### src/rtl/ex_muldiv_pkg.sv
// Shared encodings for the EX-stage iterative multiply/divide unit.
// Operation codes, FSM state encoding, default operand width and op-class helpers.
// No logic; imported by the interface, the divide step and the top.
package ex_muldiv_pkg;

    localparam int DATA_W_DEF = 32;

    localparam logic [2:0] MULDIV_OP_MULT  = 3'd0;
    localparam logic [2:0] MULDIV_OP_MULTU = 3'd1;
    localparam logic [2:0] MULDIV_OP_DIV   = 3'd2;
    localparam logic [2:0] MULDIV_OP_DIVU  = 3'd3;
    localparam logic [2:0] MULDIV_OP_MADD  = 3'd4;
    localparam logic [2:0] MULDIV_OP_MADDU = 3'd5;
    localparam logic [2:0] MULDIV_OP_MSUB  = 3'd6;
    localparam logic [2:0] MULDIV_OP_MSUBU = 3'd7;

    typedef enum logic [1:0] {
        ST_IDLE = 2'd0,
        ST_MUL  = 2'd1,
        ST_DIV  = 2'd2,
        ST_DONE = 2'd3
    } muldiv_state_t;

    // Even op codes are the signed variants.
    function automatic logic op_is_signed(input logic [2:0] op);
        return ~op[0];
    endfunction

    function automatic logic op_is_div(input logic [2:0] op);
        return (op == MULDIV_OP_DIV) || (op == MULDIV_OP_DIVU);
    endfunction

endpackage

### src/rtl/ex_muldiv_if.sv
// Request/response bundle between the EX stage and the multiply/divide unit.
// master = EX stage (issues requests), slave = ex_muldiv.
// ready_o is a one-cycle completion strobe; EX stalls while start_i=1 and ready_o=0.
interface ex_muldiv_if
    import ex_muldiv_pkg::*;
#(
    parameter int DATA_W = DATA_W_DEF
);
    logic                  start_i;
    logic [2:0]            op_i;
    logic [DATA_W-1:0]     opdata1_i;
    logic [DATA_W-1:0]     opdata2_i;
    logic [DATA_W-1:0]     acc_hi_i;
    logic [DATA_W-1:0]     acc_lo_i;
    logic                  annul_i;
    logic [2*DATA_W-1:0]   result_o;
    logic                  ready_o;
    logic                  busy_o;
    logic                  div_by_zero_o;

    modport master (
        output start_i, op_i, opdata1_i, opdata2_i, acc_hi_i, acc_lo_i, annul_i,
        input  result_o, ready_o, busy_o, div_by_zero_o
    );

    modport slave (
        input  start_i, op_i, opdata1_i, opdata2_i, acc_hi_i, acc_lo_i, annul_i,
        output result_o, ready_o, busy_o, div_by_zero_o
    );
endinterface

### src/rtl/ex_muldiv_div_step.sv
// One restoring-division step on unsigned magnitudes: shift, trial subtract, quotient bit.
// Latency: combinational.
// Backpressure: none; the caller registers the outputs each iteration.
module muldiv_div_step #(
    parameter int DATA_W = 32
) (
    input  logic [DATA_W-1:0] rem,
    input  logic [DATA_W-1:0] quo,
    input  logic [DATA_W-1:0] divisor,
    output logic [DATA_W-1:0] rem_nxt,
    output logic [DATA_W-1:0] quo_nxt
);
    logic [DATA_W:0] shifted;
    logic [DATA_W:0] diff;

    // rem < divisor on entry, so the shifted value fits DATA_W+1 bits and diff's MSB is its sign.
    always_comb begin
        shifted = {rem, quo[DATA_W-1]};
        diff    = shifted - {1'b0, divisor};
        if (!diff[DATA_W]) begin
            rem_nxt = diff[DATA_W-1:0];
            quo_nxt = {quo[DATA_W-2:0], 1'b1};
        end else begin
            rem_nxt = shifted[DATA_W-1:0];
            quo_nxt = {quo[DATA_W-2:0], 1'b0};
        end
    end
endmodule

### src/rtl/ex_muldiv.sv
// Iterative MULT/MULTU/DIV/DIVU/MADD(U)/MSUB(U) unit for EX; returns {HI,LO}.
// Latency: DATA_W+1 cycles from accepted start to ready_o; divide-by-zero in 1 cycle.
// No backpressure: ready_o is a one-cycle strobe, start_i only sampled in IDLE, annul_i aborts.
module ex_muldiv
    import ex_muldiv_pkg::*;
#(
    parameter int DATA_W = DATA_W_DEF
) (
    input  logic        clk,
    input  logic        rst,
    ex_muldiv_if.slave  bus
);
    localparam int CNT_W = $clog2(DATA_W);

    muldiv_state_t          state;
    logic [CNT_W-1:0]       cnt;
    logic [2:0]             op_q;
    logic [2*DATA_W-1:0]    acc_q;
    logic                   neg_q;      // negate product / quotient
    logic                   neg_r_q;    // negate remainder (dividend was negative)
    logic [DATA_W-1:0]      mcand_q;
    logic [2*DATA_W-1:0]    prod_q;     // {partial high, remaining multiplier bits}
    logic [DATA_W-1:0]      rem_q;
    logic [DATA_W-1:0]      quo_q;
    logic [DATA_W-1:0]      divisor_q;
    logic [2*DATA_W-1:0]    result_q;
    logic                   ready_q;
    logic                   busy_q;
    logic                   dbz_q;

    logic                   sgn;
    logic [DATA_W-1:0]      abs1;
    logic [DATA_W-1:0]      abs2;
    logic [DATA_W:0]        mul_sum;
    logic [2*DATA_W-1:0]    prod_nxt;
    logic [2*DATA_W-1:0]    prod_s;
    logic [2*DATA_W-1:0]    mul_res;
    logic [DATA_W-1:0]      rem_nxt;
    logic [DATA_W-1:0]      quo_nxt;
    logic [DATA_W-1:0]      rem_s;
    logic [DATA_W-1:0]      quo_s;

    muldiv_div_step #(.DATA_W(DATA_W)) u_div_step (
        .rem     (rem_q),
        .quo     (quo_q),
        .divisor (divisor_q),
        .rem_nxt (rem_nxt),
        .quo_nxt (quo_nxt)
    );

    // Operand magnitudes for the signed variants; the iteration works on unsigned values only.
    always_comb begin
        sgn  = op_is_signed(bus.op_i);
        abs1 = (sgn && bus.opdata1_i[DATA_W-1]) ? -bus.opdata1_i : bus.opdata1_i;
        abs2 = (sgn && bus.opdata2_i[DATA_W-1]) ? -bus.opdata2_i : bus.opdata2_i;
    end

    // Shift-add step plus the final sign fix-up and accumulate, used on the last iteration.
    always_comb begin
        mul_sum  = {1'b0, prod_q[2*DATA_W-1:DATA_W]} + (prod_q[0] ? {1'b0, mcand_q} : '0);
        prod_nxt = {mul_sum, prod_q[DATA_W-1:1]};
        prod_s   = neg_q ? -prod_nxt : prod_nxt;
        case (op_q)
            MULDIV_OP_MADD, MULDIV_OP_MADDU: mul_res = acc_q + prod_s;
            MULDIV_OP_MSUB, MULDIV_OP_MSUBU: mul_res = acc_q - prod_s;
            default:                         mul_res = prod_s;
        endcase
        quo_s = neg_q   ? -quo_nxt : quo_nxt;
        rem_s = neg_r_q ? -rem_nxt : rem_nxt;
    end

    // Control FSM with registered result/ready/busy/div-by-zero.
    always_ff @(posedge clk) begin
        if (rst) begin
            state     <= ST_IDLE;
            cnt       <= '0;
            op_q      <= '0;
            acc_q     <= '0;
            neg_q     <= 1'b0;
            neg_r_q   <= 1'b0;
            mcand_q   <= '0;
            prod_q    <= '0;
            rem_q     <= '0;
            quo_q     <= '0;
            divisor_q <= '0;
            result_q  <= '0;
            ready_q   <= 1'b0;
            busy_q    <= 1'b0;
            dbz_q     <= 1'b0;
        end else begin
            ready_q <= 1'b0;
            dbz_q   <= 1'b0;
            case (state)
                ST_IDLE: begin
                    if (bus.start_i && !bus.annul_i) begin
                        op_q    <= bus.op_i;
                        acc_q   <= {bus.acc_hi_i, bus.acc_lo_i};
                        cnt     <= CNT_W'(DATA_W - 1);
                        neg_q   <= sgn & (bus.opdata1_i[DATA_W-1] ^ bus.opdata2_i[DATA_W-1]);
                        neg_r_q <= sgn & bus.opdata1_i[DATA_W-1];
                        if (op_is_div(bus.op_i)) begin
                            if (bus.opdata2_i == '0) begin
                                result_q <= {bus.opdata1_i, {DATA_W{1'b1}}};
                                ready_q  <= 1'b1;
                                dbz_q    <= 1'b1;
                                state    <= ST_DONE;
                            end else begin
                                rem_q     <= '0;
                                quo_q     <= abs1;
                                divisor_q <= abs2;
                                busy_q    <= 1'b1;
                                state     <= ST_DIV;
                            end
                        end else begin
                            mcand_q <= abs1;
                            prod_q  <= {{DATA_W{1'b0}}, abs2};
                            busy_q  <= 1'b1;
                            state   <= ST_MUL;
                        end
                    end
                end
                ST_MUL: begin
                    if (bus.annul_i) begin
                        busy_q <= 1'b0;
                        state  <= ST_IDLE;
                    end else begin
                        prod_q <= prod_nxt;
                        if (cnt == '0) begin
                            result_q <= mul_res;
                            ready_q  <= 1'b1;
                            busy_q   <= 1'b0;
                            state    <= ST_DONE;
                        end else begin
                            cnt <= cnt - CNT_W'(1);
                        end
                    end
                end
                ST_DIV: begin
                    if (bus.annul_i) begin
                        busy_q <= 1'b0;
                        state  <= ST_IDLE;
                    end else begin
                        rem_q <= rem_nxt;
                        quo_q <= quo_nxt;
                        if (cnt == '0) begin
                            result_q <= {rem_s, quo_s};
                            ready_q  <= 1'b1;
                            busy_q   <= 1'b0;
                            state    <= ST_DONE;
                        end else begin
                            cnt <= cnt - CNT_W'(1);
                        end
                    end
                end
                default: begin
                    state <= ST_IDLE;
                end
            endcase
        end
    end

    // An annul landing on the DONE cycle suppresses that cycle's completion strobe.
    assign bus.result_o      = result_q;
    assign bus.ready_o       = ready_q & ~bus.annul_i;
    assign bus.div_by_zero_o = dbz_q & ~bus.annul_i;
    assign bus.busy_o        = busy_q;

endmodule

### src/flat_wrapper.sv
// flat-port wrapper written by rule: the top's interface ports become plain ports
module ex_muldiv_flat import ex_muldiv_pkg::*;
#(
    parameter int DATA_W = DATA_W_DEF
)
  (clk, rst, bus_start_i, bus_op_i, bus_opdata1_i, bus_opdata2_i, bus_acc_hi_i, bus_acc_lo_i, bus_annul_i, bus_result_o, bus_ready_o, bus_busy_o, bus_div_by_zero_o);
  ex_muldiv_if #(.DATA_W(DATA_W)) bus_i ();
  input  logic clk;
  input  logic rst;
  input wire logic [$bits(bus_i.start_i)-1:0] bus_start_i;
  input wire logic [$bits(bus_i.op_i)-1:0] bus_op_i;
  input wire logic [$bits(bus_i.opdata1_i)-1:0] bus_opdata1_i;
  input wire logic [$bits(bus_i.opdata2_i)-1:0] bus_opdata2_i;
  input wire logic [$bits(bus_i.acc_hi_i)-1:0] bus_acc_hi_i;
  input wire logic [$bits(bus_i.acc_lo_i)-1:0] bus_acc_lo_i;
  input wire logic [$bits(bus_i.annul_i)-1:0] bus_annul_i;
  output wire logic [$bits(bus_i.result_o)-1:0] bus_result_o;
  output wire logic [$bits(bus_i.ready_o)-1:0] bus_ready_o;
  output wire logic [$bits(bus_i.busy_o)-1:0] bus_busy_o;
  output wire logic [$bits(bus_i.div_by_zero_o)-1:0] bus_div_by_zero_o;
  assign bus_i.start_i = bus_start_i;
  assign bus_i.op_i = bus_op_i;
  assign bus_i.opdata1_i = bus_opdata1_i;
  assign bus_i.opdata2_i = bus_opdata2_i;
  assign bus_i.acc_hi_i = bus_acc_hi_i;
  assign bus_i.acc_lo_i = bus_acc_lo_i;
  assign bus_i.annul_i = bus_annul_i;
  assign bus_result_o = bus_i.result_o;
  assign bus_ready_o = bus_i.ready_o;
  assign bus_busy_o = bus_i.busy_o;
  assign bus_div_by_zero_o = bus_i.div_by_zero_o;
  ex_muldiv #(.DATA_W(DATA_W)) u_core (.clk(clk), .rst(rst), .bus(bus_i));
endmodule
### config.mk
export PLATFORM = sky130hd
export DESIGN_NAME = ex_muldiv_flat
export DESIGN_NICKNAME = d
export VERILOG_FILES = /design/src/rtl/ex_muldiv_pkg.sv /design/src/rtl/ex_muldiv_if.sv /design/src/rtl/ex_muldiv_div_step.sv /design/src/rtl/ex_muldiv.sv /design/src/flat_wrapper.sv
export SDC_FILE = /design/constraint.sdc
export NUM_CORES = 1
export LEC_CHECK = 0
export ABC_AREA = 0
export BUFFER_PORTS_ARGS = -buffer_cell sky130_fd_sc_hd__buf_2
export CAP_MARGIN = 20
export CORE_MARGIN = 2
export CORE_UTILIZATION = 41
export CTS_CLUSTER_SIZE = 30
export DETAILED_ROUTE_END_ITERATION = 6
export PLACE_DENSITY = 0.58
export RECOVER_POWER = 50
export SYNTH_ARGS = -nofsm -noshare
export SYNTH_HDL_FRONTEND = slang
export SYNTH_SLANG_ARGS = --single-unit
### constraint.sdc
create_clock -name clk -period 14.1 [get_ports clk]
set_clock_uncertainty 0.1 [all_clocks]
set_input_delay 2.82 -clock clk [delete_from_list [all_inputs] [get_ports clk]]
set_output_delay 2.82 -clock clk [all_outputs]
set_load 0.01 [all_outputs]
==> metrics.csv <==
metric;value;unit
status;finished with violations;
failing checks;capacitance limit, slew limit;
Clock Tree Buf Depth;3;
io pins;202;
Least-Margin Pin Slew;2906;ps
Starting Density;41.60;%
Die Y-Extent;265.7;µm
die area;70610;µm²
VDD IR max;0.0001060;V
CTS buffer count;42;
Top FF cell, synth;dfxtp_1;
first-pass GRT wire length;165.2;mm
final wirelength;110.0;mm
CP endpoint kind;flip-flop;
CP Max Fanout;33;
initial antenna violation count;2;
FFs w/ async S/R, synth;0;%
clock latency on the worst-skew pair;590;ps
Leak Pwr;0.01210;µW
Netlist cell types;107;
Clock Sink Count;334;
Post-CTS Setup Inserts;0;
Placed Instances;4779;
yosys synthesis warning count;0;
GPL Wtd Cong;1.034;
Root Driver;clkbuf_16;
Vias;29400;
Detailed Route Iter0 Violations;3161;
Max Clk Rate;121.6;MHz
Setup TNS;0;ps
Die X;265.7;µm
vias in the first global route;26800;
Synth area leader;dfxtp_1;
Hold Slack;352.7;ps
# rows;95;
non-filler cells, final;4860;
Fin. Hold Viols;0;
worst rel slew slack;-93.71;%
# port buffers;201;
largest cells by area after synthesis;dfxtp_1, a21oi_1, nand2_1;
cts repair resizes;0;
synth cell count leaders;nand2_1, a21oi_1, nor2_1;
Mapped Area;28080;µm²
critical path launch point type;flip-flop;
CP max-delay cell;a211oi_1;
synthesis-to-finish area growth;10.30;%
Mapped Avg Cell Area;7.157;µm²
TritonCTS clock tree;done;
Syn Inst Count;3924;
via/cell ratio;6.050;
hpwl dp;84.85;mm
Placeable Area;67510;µm²
H-tree levels;2;
Net count, final;4227;
critical path arrival;8600;ps
max-cap violation count;6;
endpoints failing setup;0;
Post-DRT Antenna Nets;0;
WP data required;14480;ps
pin count of the biggest net entering global routing;94;
Post-Syn Nets;4200;
Overall Power;5460;µW
Slew Viols, Final;265;
share of cells above drive strength 1;8.112;%
All-Layer GR Usage;30.11;%
DR WL/cell;22.64;µm
Hold Path Class;flip-flop to flip-flop;
drt drc;0;
most frequent cell after synthesis;nand2_1;
Seq/Total Area, Yosys;23.81;%
Synth top area share;23.81;%
critical path class;flip-flop to flip-flop;
period utilization;58.31;%
Post-synth EDFFs;0;
drt pass-1 iters;6;
critical path's largest stage delay;870;ps
Post-CTS Hold Buffers;0;
pwr dens;176.3;nW/µm²
total gr overflow;0;
Layout Utilization;45.88;%
RSZ-0062 raised after global routing;no;
Period minus WS final;8221;ps
synthesized flop and latch total;334;
Worst-path clk slew;60;ps
==> cell usage in the layout (no fill, tap or decap), drive strengths merged, types with 11 or more instances in the layout <==
cell    count
a211o      12
a211oi     86
a21o       63
a21oi     435
a221oi     31
a22oi      32
a311oi     17
a31oi      47
a41oi      11
and2       61
and3       25
and4       11
buf       169
clkbuf    127
dfxtp     334
ha        138
inv       100
mux2i      35
nand2     530
nand2b     39
nand3      76
nand4      32
nor2      416
nor2b      29
nor3       83
nor3b      14
nor4       50
o211ai     37
o21a       33
o21ai     249
o21bai     20
o22ai      12
o31ai      58
o41ai      31
or2        20
or3        38
or4        17
xnor2     184
xor2      148
==> kinds of logic after synthesis <==
family	synth area share, %
flip-flops	23.81
XOR/XNOR	10.38
adder cells (fa/ha/maj)	6.362
AND/OR/NAND/NOR	24.45
multiplexers	1.368
buffers and inverters	5.030
AO/OA/AOI/OAI	28.60
==> routing by layer <==
| metal | routed length, µm | global-route usage, % | part of all wire, % | vias to the layer above |
|---|---|---|---|---|
| met5 | 10 | 0 | 0.0091 | - |
| met4 | 4405 | 11.49 | 4.0 | 2 |
| met3 | 8812 | 3.974 | 8.0 | 183 |
| met2 | 47540 | 46.43 | 43 | 1186 |
| met1 | 49260 | 42.51 | 45 | 13840 |
| li1 | - | - | - | 14200 |
==> power by group <==
| group | total (µW) | switching, µW | internal (µW) |
|---|---|---|---|
| sequential | 1290 | 193 | 1100 |
| clock | 1210 | 459 | 751 |
| combinational | 2960 | 1960 | 1000 |
| total | 5460 | 2610 | 2850 |
==> sequential cells by signal, indices dropped and copies added, names as in the netlist <==
name	count
u_core.rem_q	32
u_core.mcand_q	32
u_core.bus.busy_o	1
u_core.divisor_q	32
u_core.acc_q	64
u_core.dbz_q	1
u_core.op_q	2
u_core.prod_q	64
u_core.ready_q	1
u_core.neg_q	1
u_core.quo_q	32
u_core.bus.result_o	64
u_core.neg_r_q	1
u_core.state	2
u_core.cnt	5
==> path summary, 6_finish.rpt <==
kind / cells after the start / from / slack [ps] / end
setup / recovery: 28 / u_core.prod_q[0]$_SDFFE_PP0P_ / 5880 / u_core.bus.result_o[61]$_SDFFE_PP0P_
hold / removal: 2 / u_core.bus.result_o[32]$_SDFFE_PP0P_ / 350 / u_core.bus.result_o[32]$_SDFFE_PP0P_
setup reg to reg: 28 / u_core.prod_q[0]$_SDFFE_PP0P_ / 5880 / u_core.bus.result_o[61]$_SDFFE_PP0P_
hold reg to reg: 2 / u_core.bus.result_o[32]$_SDFFE_PP0P_ / 350 / u_core.bus.result_o[32]$_SDFFE_PP0P_
==> metrics by stage <==
stage               area (µm²)  setup slack, ps
detailed placement       29520             6016
global route             30970             5334
CTS                      31050             6003
finish                   30980             5879
floorplan                28080             7452
global placement         29520             6186
==> critical path: cells and delay by family, from the launching register on <==
family,cells,cell delay [ps]
flip-flops,1,860
adder cells (fa/ha/maj),3,1060
AO/OA/AOI/OAI,13,3170
XOR/XNOR,3,600
AND/OR/NAND/NOR,8,2120
multiplexers,1,200
==> area by class of cell <==
type / count / area, µm²
fillers: 6975 / 36540
clock inverters: 18 / 306.5
clock buffers: 57 / 1219
flip-flops and latches: 334 / 6691
multi-input cells: 3233 / 20060
repair buffers: 239 / 1216
well taps: 873 / 1092
diodes: 5 / 12.51
inverters: 101 / 379.1
(Power assumes the default switching activity.)
